==> src/rtl/health_bar_layer.sv <==
// Health-bar overlay layer: turns hcount/vcount and health updates into a 24-bit layer pixel (0 = transparent).
// Optional HEALTH_BORDER_EN draws a one-pixel white outline around the bar.
module health_bar_layer #(
  parameter int          BAR_X        = 32,
  parameter int          BAR_Y        = 16,
  parameter int          BAR_H        = 16,
  parameter int          MAX_HEALTH   = 100,
  parameter int          PX_PER_HP    = 2,
  parameter int          FLASH_FRAMES = 8,
  parameter int          DRAIN_FRAMES = 2,
  parameter logic [23:0] COLOR_FILL   = 24'hFF0000,
  parameter logic [23:0] COLOR_DRAIN  = 24'hFFC000,
  parameter logic [23:0] COLOR_EMPTY  = 24'h404040
) (
  input  logic        clk_in,
  input  logic        rst_in,
  input  logic [10:0] hcount_in,
  input  logic [9:0]  vcount_in,
  input  logic        frame_start_in,
  input  logic [7:0]  health_in,
  input  logic        health_valid_in,
  output logic [23:0] pixel_out,
  output logic        flash_active_out,
  output logic        depleted_out
);

  localparam int          BAR_W       = MAX_HEALTH * PX_PER_HP;
  localparam logic [10:0] X_LO        = 11'(BAR_X);
  localparam logic [10:0] X_HI        = 11'(BAR_X + BAR_W);
  localparam logic [9:0]  Y_LO        = 10'(BAR_Y);
  localparam logic [9:0]  Y_HI        = 10'(BAR_Y + BAR_H);
  localparam logic [7:0]  MAX_H       = 8'(MAX_HEALTH);
  localparam logic [15:0] PX16        = 16'(PX_PER_HP);
  localparam logic [7:0]  FLASH_LAST  = 8'(FLASH_FRAMES - 1);
  localparam logic [7:0]  DRAIN_LAST  = 8'(DRAIN_FRAMES - 1);
  localparam logic [23:0] COLOR_WHITE = 24'hFFFFFF;
`ifdef HEALTH_BORDER_EN
  localparam logic [10:0] XOFF_LAST   = 11'(BAR_W - 1);
  localparam logic [9:0]  Y_LAST      = 10'(BAR_Y + BAR_H - 1);
`endif

  typedef enum logic [1:0] {IDLE, FLASH, DRAIN} state_t;

  function automatic logic [7:0] clamp_health(input logic [7:0] h);
    return (h > MAX_H) ? MAX_H : h;
  endfunction

  function automatic logic [15:0] hp_to_px(input logic [7:0] hp);
    return {8'd0, hp} * PX16;
  endfunction

  state_t      state, nxt_state;
  logic [7:0]  target, nxt_target;
  logic [7:0]  shown, nxt_shown;
  logic [7:0]  flash_cnt, nxt_flash_cnt;
  logic [7:0]  drain_cnt, nxt_drain_cnt;
  logic [7:0]  health_clamped;

  logic [7:0]  shadow_target;
  logic [7:0]  shadow_shown;
  logic        shadow_flash;

  assign health_clamped = clamp_health(health_in);

  // Health update is applied first; the frame tick then advances from the updated state.
  always_comb begin
    nxt_state     = state;
    nxt_target    = target;
    nxt_shown     = shown;
    nxt_flash_cnt = flash_cnt;
    nxt_drain_cnt = drain_cnt;

    if (health_valid_in) begin
      if (state == IDLE) begin
        if (health_clamped < shown) begin
          nxt_target    = health_clamped;
          nxt_flash_cnt = 8'd0;
          nxt_state     = FLASH;
        end else begin
          nxt_target = health_clamped;
          nxt_shown  = health_clamped;
        end
      end else begin
        if (health_clamped < target) begin
          nxt_target    = health_clamped;
          nxt_flash_cnt = 8'd0;
          nxt_state     = FLASH;
        end else if (health_clamped >= shown) begin
          nxt_target = health_clamped;
          nxt_shown  = health_clamped;
          nxt_state  = IDLE;
        end else begin
          nxt_target = health_clamped;
        end
      end
    end

    if (frame_start_in) begin
      case (nxt_state)
        FLASH: begin
          if (nxt_flash_cnt == FLASH_LAST) begin
            nxt_state     = DRAIN;
            nxt_drain_cnt = 8'd0;
          end else begin
            nxt_flash_cnt = nxt_flash_cnt + 8'd1;
          end
        end
        DRAIN: begin
          if (nxt_drain_cnt == DRAIN_LAST) begin
            nxt_shown     = nxt_shown - 8'd1;
            nxt_drain_cnt = 8'd0;
            if (nxt_shown == nxt_target) nxt_state = IDLE;
          end else begin
            nxt_drain_cnt = nxt_drain_cnt + 8'd1;
          end
        end
        default: ;
      endcase
    end
  end

  always_ff @(posedge clk_in or negedge rst_in) begin
    if (!rst_in) begin
      state            <= IDLE;
      target           <= MAX_H;
      shown            <= MAX_H;
      flash_cnt        <= 8'd0;
      drain_cnt        <= 8'd0;
      flash_active_out <= 1'b0;
      depleted_out     <= 1'b0;
    end else begin
      state            <= nxt_state;
      target           <= nxt_target;
      shown            <= nxt_shown;
      flash_cnt        <= nxt_flash_cnt;
      drain_cnt        <= nxt_drain_cnt;
      flash_active_out <= (nxt_state == FLASH);
      depleted_out     <= (nxt_target == 8'd0) && (nxt_shown == 8'd0);
    end
  end

  // Shadows capture the pre-update registers so a frame is drawn from one consistent snapshot.
  always_ff @(posedge clk_in or negedge rst_in) begin
    if (!rst_in) begin
      shadow_target <= MAX_H;
      shadow_shown  <= MAX_H;
      shadow_flash  <= 1'b0;
    end else if (frame_start_in) begin
      shadow_target <= target;
      shadow_shown  <= shown;
      shadow_flash  <= (state == FLASH);
    end
  end

  // ---- stage 1: bar hit test and horizontal offset ----
  logic        in_bar_p1;
  logic [10:0] x_off_p1;
`ifdef HEALTH_BORDER_EN
  logic        edge_row_p1;
`endif

  always_ff @(posedge clk_in or negedge rst_in) begin
    if (!rst_in) begin
      in_bar_p1 <= 1'b0;
    end else begin
      in_bar_p1 <= (hcount_in >= X_LO) && (hcount_in < X_HI) &&
                   (vcount_in >= Y_LO) && (vcount_in < Y_HI);
    end
  end

  always_ff @(posedge clk_in) begin
    x_off_p1 <= hcount_in - X_LO;
`ifdef HEALTH_BORDER_EN
    edge_row_p1 <= (vcount_in == Y_LO) || (vcount_in == Y_LAST);
`endif
  end

  // ---- stage 2: colour select ----
  logic [15:0] fill_lim;
  logic [15:0] drain_lim;
  logic [23:0] colour_p1;

  assign fill_lim  = hp_to_px(shadow_target);
  assign drain_lim = hp_to_px(shadow_shown);

  always_comb begin
    colour_p1 = 24'd0;
    if (in_bar_p1) begin
      if ({5'd0, x_off_p1} < fill_lim)
        colour_p1 = shadow_flash ? COLOR_WHITE : COLOR_FILL;
      else if ({5'd0, x_off_p1} < drain_lim)
        colour_p1 = COLOR_DRAIN;
      else
        colour_p1 = COLOR_EMPTY;
`ifdef HEALTH_BORDER_EN
      if ((x_off_p1 == 11'd0) || (x_off_p1 == XOFF_LAST) || edge_row_p1)
        colour_p1 = COLOR_WHITE;
`endif
    end
  end

  always_ff @(posedge clk_in or negedge rst_in) begin
    if (!rst_in) pixel_out <= 24'd0;
    else         pixel_out <= colour_p1;
  end

endmodule

==> config.mk <==
export PLATFORM = sky130hd
export DESIGN_NAME = health_bar_layer
export DESIGN_NICKNAME = d
export VERILOG_FILES = /design/src/rtl/health_bar_layer.sv
export SDC_FILE = /design/constraint.sdc
export NUM_CORES = 1
export LEC_CHECK = 0
export CAP_MARGIN = 10
export CORE_ASPECT_RATIO = 2
export CORE_UTILIZATION = 45
export DETAILED_ROUTE_END_ITERATION = 8
export GPL_TIMING_DRIVEN = 0
export PLACE_DENSITY = 0.67
export SLEW_MARGIN = 10
export SYNTH_ARGS = -nofsm -noshare
export SYNTH_HDL_FRONTEND = slang
export SYNTH_SLANG_ARGS = --single-unit
==> constraint.sdc <==
create_clock -name clk_in -period 9.47 [get_ports clk_in]
set_clock_uncertainty 0.15 [all_clocks]
set_input_delay 0.947 -clock clk_in [delete_from_list [all_inputs] [get_ports clk_in]]
set_output_delay 0.947 -clock clk_in [all_outputs]
set_load 0.1 [all_outputs]
==> run metrics <==
pin count of the biggest net entering global routing=61; global-route usage over all layers=0.222; count of maximum capacitance violations=0; unrepaired setup endpoints after global routing=false; die extent in y=141 um; clock transition time at the flip-flop clock pins of the worst setup and hold paths=0.06 ns; Period minus WS final=6.29 ns; arrival time worst endpoint=6.36 ns; number of enable-type register cells in the synthesized netlist=0; result of the run=finished, final reports clean; Data required, critical path=9.55 ns; Post-Syn Instances=467; Max transition margin=0.342; number of diodes added for antenna fixing=0; reported leakage power=0.00241 uW; ranking of synthesized cells by area=dfrtp_1 (28%), ha_1 (10%), dfstp_2 (7.2%); cells along the critical path=clkdlybuf4s50_1 > nor2_1 > inv_1 > ha_1 > and4_1 > nand3_1 > a221oi_2 > or3_1 > o32ai_1 > buf_2 > a21oi_1 > ha_1 > clkbuf_1 > nand4_1 > nor4b_1 > xnor2_1 > nand2_1 > mux2i_1 > o211ai_1 > nor4_1; die outline area=10,100 um^2; Top Family by Delay on Critical Path=simple AND/OR/NAND/NOR gates; grt ovf=0; proportion of register bits with asynchronous set or reset after synthesis=0.857; Pwr Total=988 uW; effective utilization at floorplan=0.464; CTS max path bufs=2; wire length of the first global-routing pass=16,900 um; worst path bufs/invs=4; hold buffers post-CTS=0; final number of setup-violating endpoints=0; sequential cell fraction of total power=0.381; most common cell after layout, fill and taps aside=clkdlybuf4s50_1; final count of hold timing violations=0; share of Yosys cell area claimed by the top area cell type=0.276; maximum single-stage delay on the critical path=0.58 ns; maximum resistive drop on vdd=0.000117 V; post-cts resize count=0; power share of the combinational group=0.282; total number of vias=3,499; number of buffers added by the clock tree synthesis step=9; proportion of synthesized chip area in sequential cells=0.394; Hold WC Path Type=flop to flop; Tightest Pin Transition=0.984 ns; Layout Area Growth over Synthesis=22.0%; antenna violations before repair=0; number of nets in the finished design=601; Yosys warnings=0; Main synth FF type=dfrtp_1; startpoint-to-endpoint class of the critical path=input pin to flop; highest net fanout along the worst path=10; clock insertion delay at the later pin of the skew report=0.33 ns; TritonCTS clock tree=done; maximum frequency from static timing analysis=0.159 GHz; total setup buffers inserted after CTS=0; final RePlAce weighted congestion=0.950; final cell count without fillers=641; internal power summed over all cells=671 uW; accumulated negative setup slack=0 ns; fraction of layout instances using a drive strength above 1=0.117; sink count of the clock tree=70; Worst Setup End Kind=flop; wire length per cell=16.3 um; via count of the first global-routing pass=3,578; switching power total=317 uW; total placed cells including tap cells=625; master cell of the clock root buffer=clkbuf_16; flip-flop and latch count after synthesis=70; HPWL after DPL=8250 um; synthesized area=4350 um^2; boundary pin count=59; commonest cells after routing, fill and taps aside=clkdlybuf4s50_1 (52), dfrtp_1 (48), inv_1 (43); average vias per placed instance=5.46; Total Wirelength=10,400 um; number of nets with antenna violations after detailed routing=0; switching share of total power=0.321; Std-Cell Core Area=9380 um^2; Slowest cell on crit path=nor4b_1; pins over their slew limit=0; num rows=50; drt first pass iters=4; mean cell area of the mapped netlist=9.32 um^2; cell type with the largest total area after synthesis=dfrtp_1; starting DRC count in detailed routing=146; Port Buf Inserts=53; WHS=0.292 ns; most repeated library cell on the critical path=ha_1; # H-tree levels=3; Worst setup SP type=input pin; overall die width=71.5 um; residual DRC count=0; fraction of the cycle the final worst path needs=0.664; final cell utilization of the core=0.566; share of total power in the clock network=0.338; count of distinct cell types in the synthesized netlist=60; power density of the placed cells=186 nW/um^2
==> worst paths after layout <==
path / from / end / slack [ns] / cells after the start
setup / recovery: health_in[7] / depleted_out$_DFF_PN0_ / 3.18 / 20
max in group asynchronous: rst_in / flash_cnt[7]$_DFF_PN0_ / 8.12 / 1
setup reg to reg: target[5]$_DFF_PN1_ / depleted_out$_DFF_PN0_ / 4.34 / 18
hold reg to reg: in_bar_p1$_DFF_PN0_ / pixel_out[22]$_DFF_PN0_ / 0.29 / 0
min in group asynchronous: rst_in / shadow_target[1]$_DFFE_PN0P_ / 0.53 / 1
hold / removal: in_bar_p1$_DFF_PN0_ / pixel_out[22]$_DFF_PN0_ / 0.29 / 0
==> flip-flops by register name, summed over array words and instances, names as in the netlist <==
register          count
in_bar_p1             1
shadow_shown          8
state                 2
x_off_p1             10
shadow_flash          1
depleted_out          1
pixel_out             6
flash_active_out      1
flash_cnt             8
shadow_target         8
drain_cnt             8
shown                 8
target                8
==> power by group through the flow <==
stage / registers, uW / logic [uW] / clock network, uW
after global placement: 379 / 268 / 0
after floorplan: 382 / 191 / 0
after detailed placement: 380 / 277 / 0
final: 376 / 278 / 333
after global routing: 381 / 310 / 353
after CTS: 375 / 279 / 343
==> worst register-to-register path, cell delays in order, from the launching register on <==
cell	delay, ns
dfstp_2	0.57
inv_1	0.05
ha_1	0.29
and4_1	0.23
nand3_1	0.17
a221oi_2	0.36
or3_1	0.21
o32ai_1	0.13
buf_2	0.21
a21oi_1	0.35
ha_1	0.21
clkbuf_1	0.40
nand4_1	0.38
nor4b_1	0.58
xnor2_1	0.22
nand2_1	0.08
mux2i_1	0.13
o211ai_1	0.12
nor4_1	0.20
==> area by class of cell <==
class,instances,area (um^2)
inverter,43,161
buffer,32,193
multi-input combinational,323,2290
clock buffer,13,250
tap,104,130
timing repair buffer,53,528
sequential,70,1720
clock inverter,3,43.8
fill,866,4080
==> logic make-up (layout without fill, tap and decap cells) <==
kind of cell | Yosys count | after routing | synth area share
AO/OA/AOI/OAI | 88 | 88 | 0.135
XOR/XNOR | 32 | 32 | 0.0644
adder cells (fa/ha/maj) | 37 | 37 | 0.106
buffers and inverters | 75 | 144 | 0.0813
flip-flops | 70 | 70 | 0.394
multiplexers | 17 | 17 | 0.0408
other | 1 | 2 | 0.000861
AND/OR/NAND/NOR | 147 | 147 | 0.177
==> per-stage QoR <==
step | setup slack [ns] | cell area (um^2)
finish | 3.18 | 5310
CTS | 3.25 | 5310
global route | 2.90 | 5310
detailed placement | 2.93 | 5010
floorplan | 4.49 | 4360
global placement | 3.01 | 5020
==> routing by layer <==
metal,track usage,vias up,part of all wire
li1,-,1721,-
met1,0.213,1656,0.36
met2,0.422,91,0.56
met3,0.0393,31,0.028
met4,0.135,0,0.053
met5,0,-,0
==> cells in the mapped netlist (4+ instances only) <==
cell and number:
dfrtp_1 48, xnor2_1 21, nand2b_1 6, nor2_1 31, a211o_1 4, and3_1 9
a21o_1 9, nor2b_1 9, nor3_1 10, xor2_1 11, a21oi_1 10, and2_1 5
mux2_2 6, buf_4 19, a31oi_1 6, o211ai_1 4, o31ai_1 4, dfstp_2 12
nand3_1 11, ha_1 36, nand4_1 6, nand2_1 35, nor4_1 4, mux2i_1 11
inv_1 43, o21ai_0 23, clkbuf_1 11, o21ai_1 8, dfxtp_1 10
Note: power is estimated with default switching activity, not from simulation.
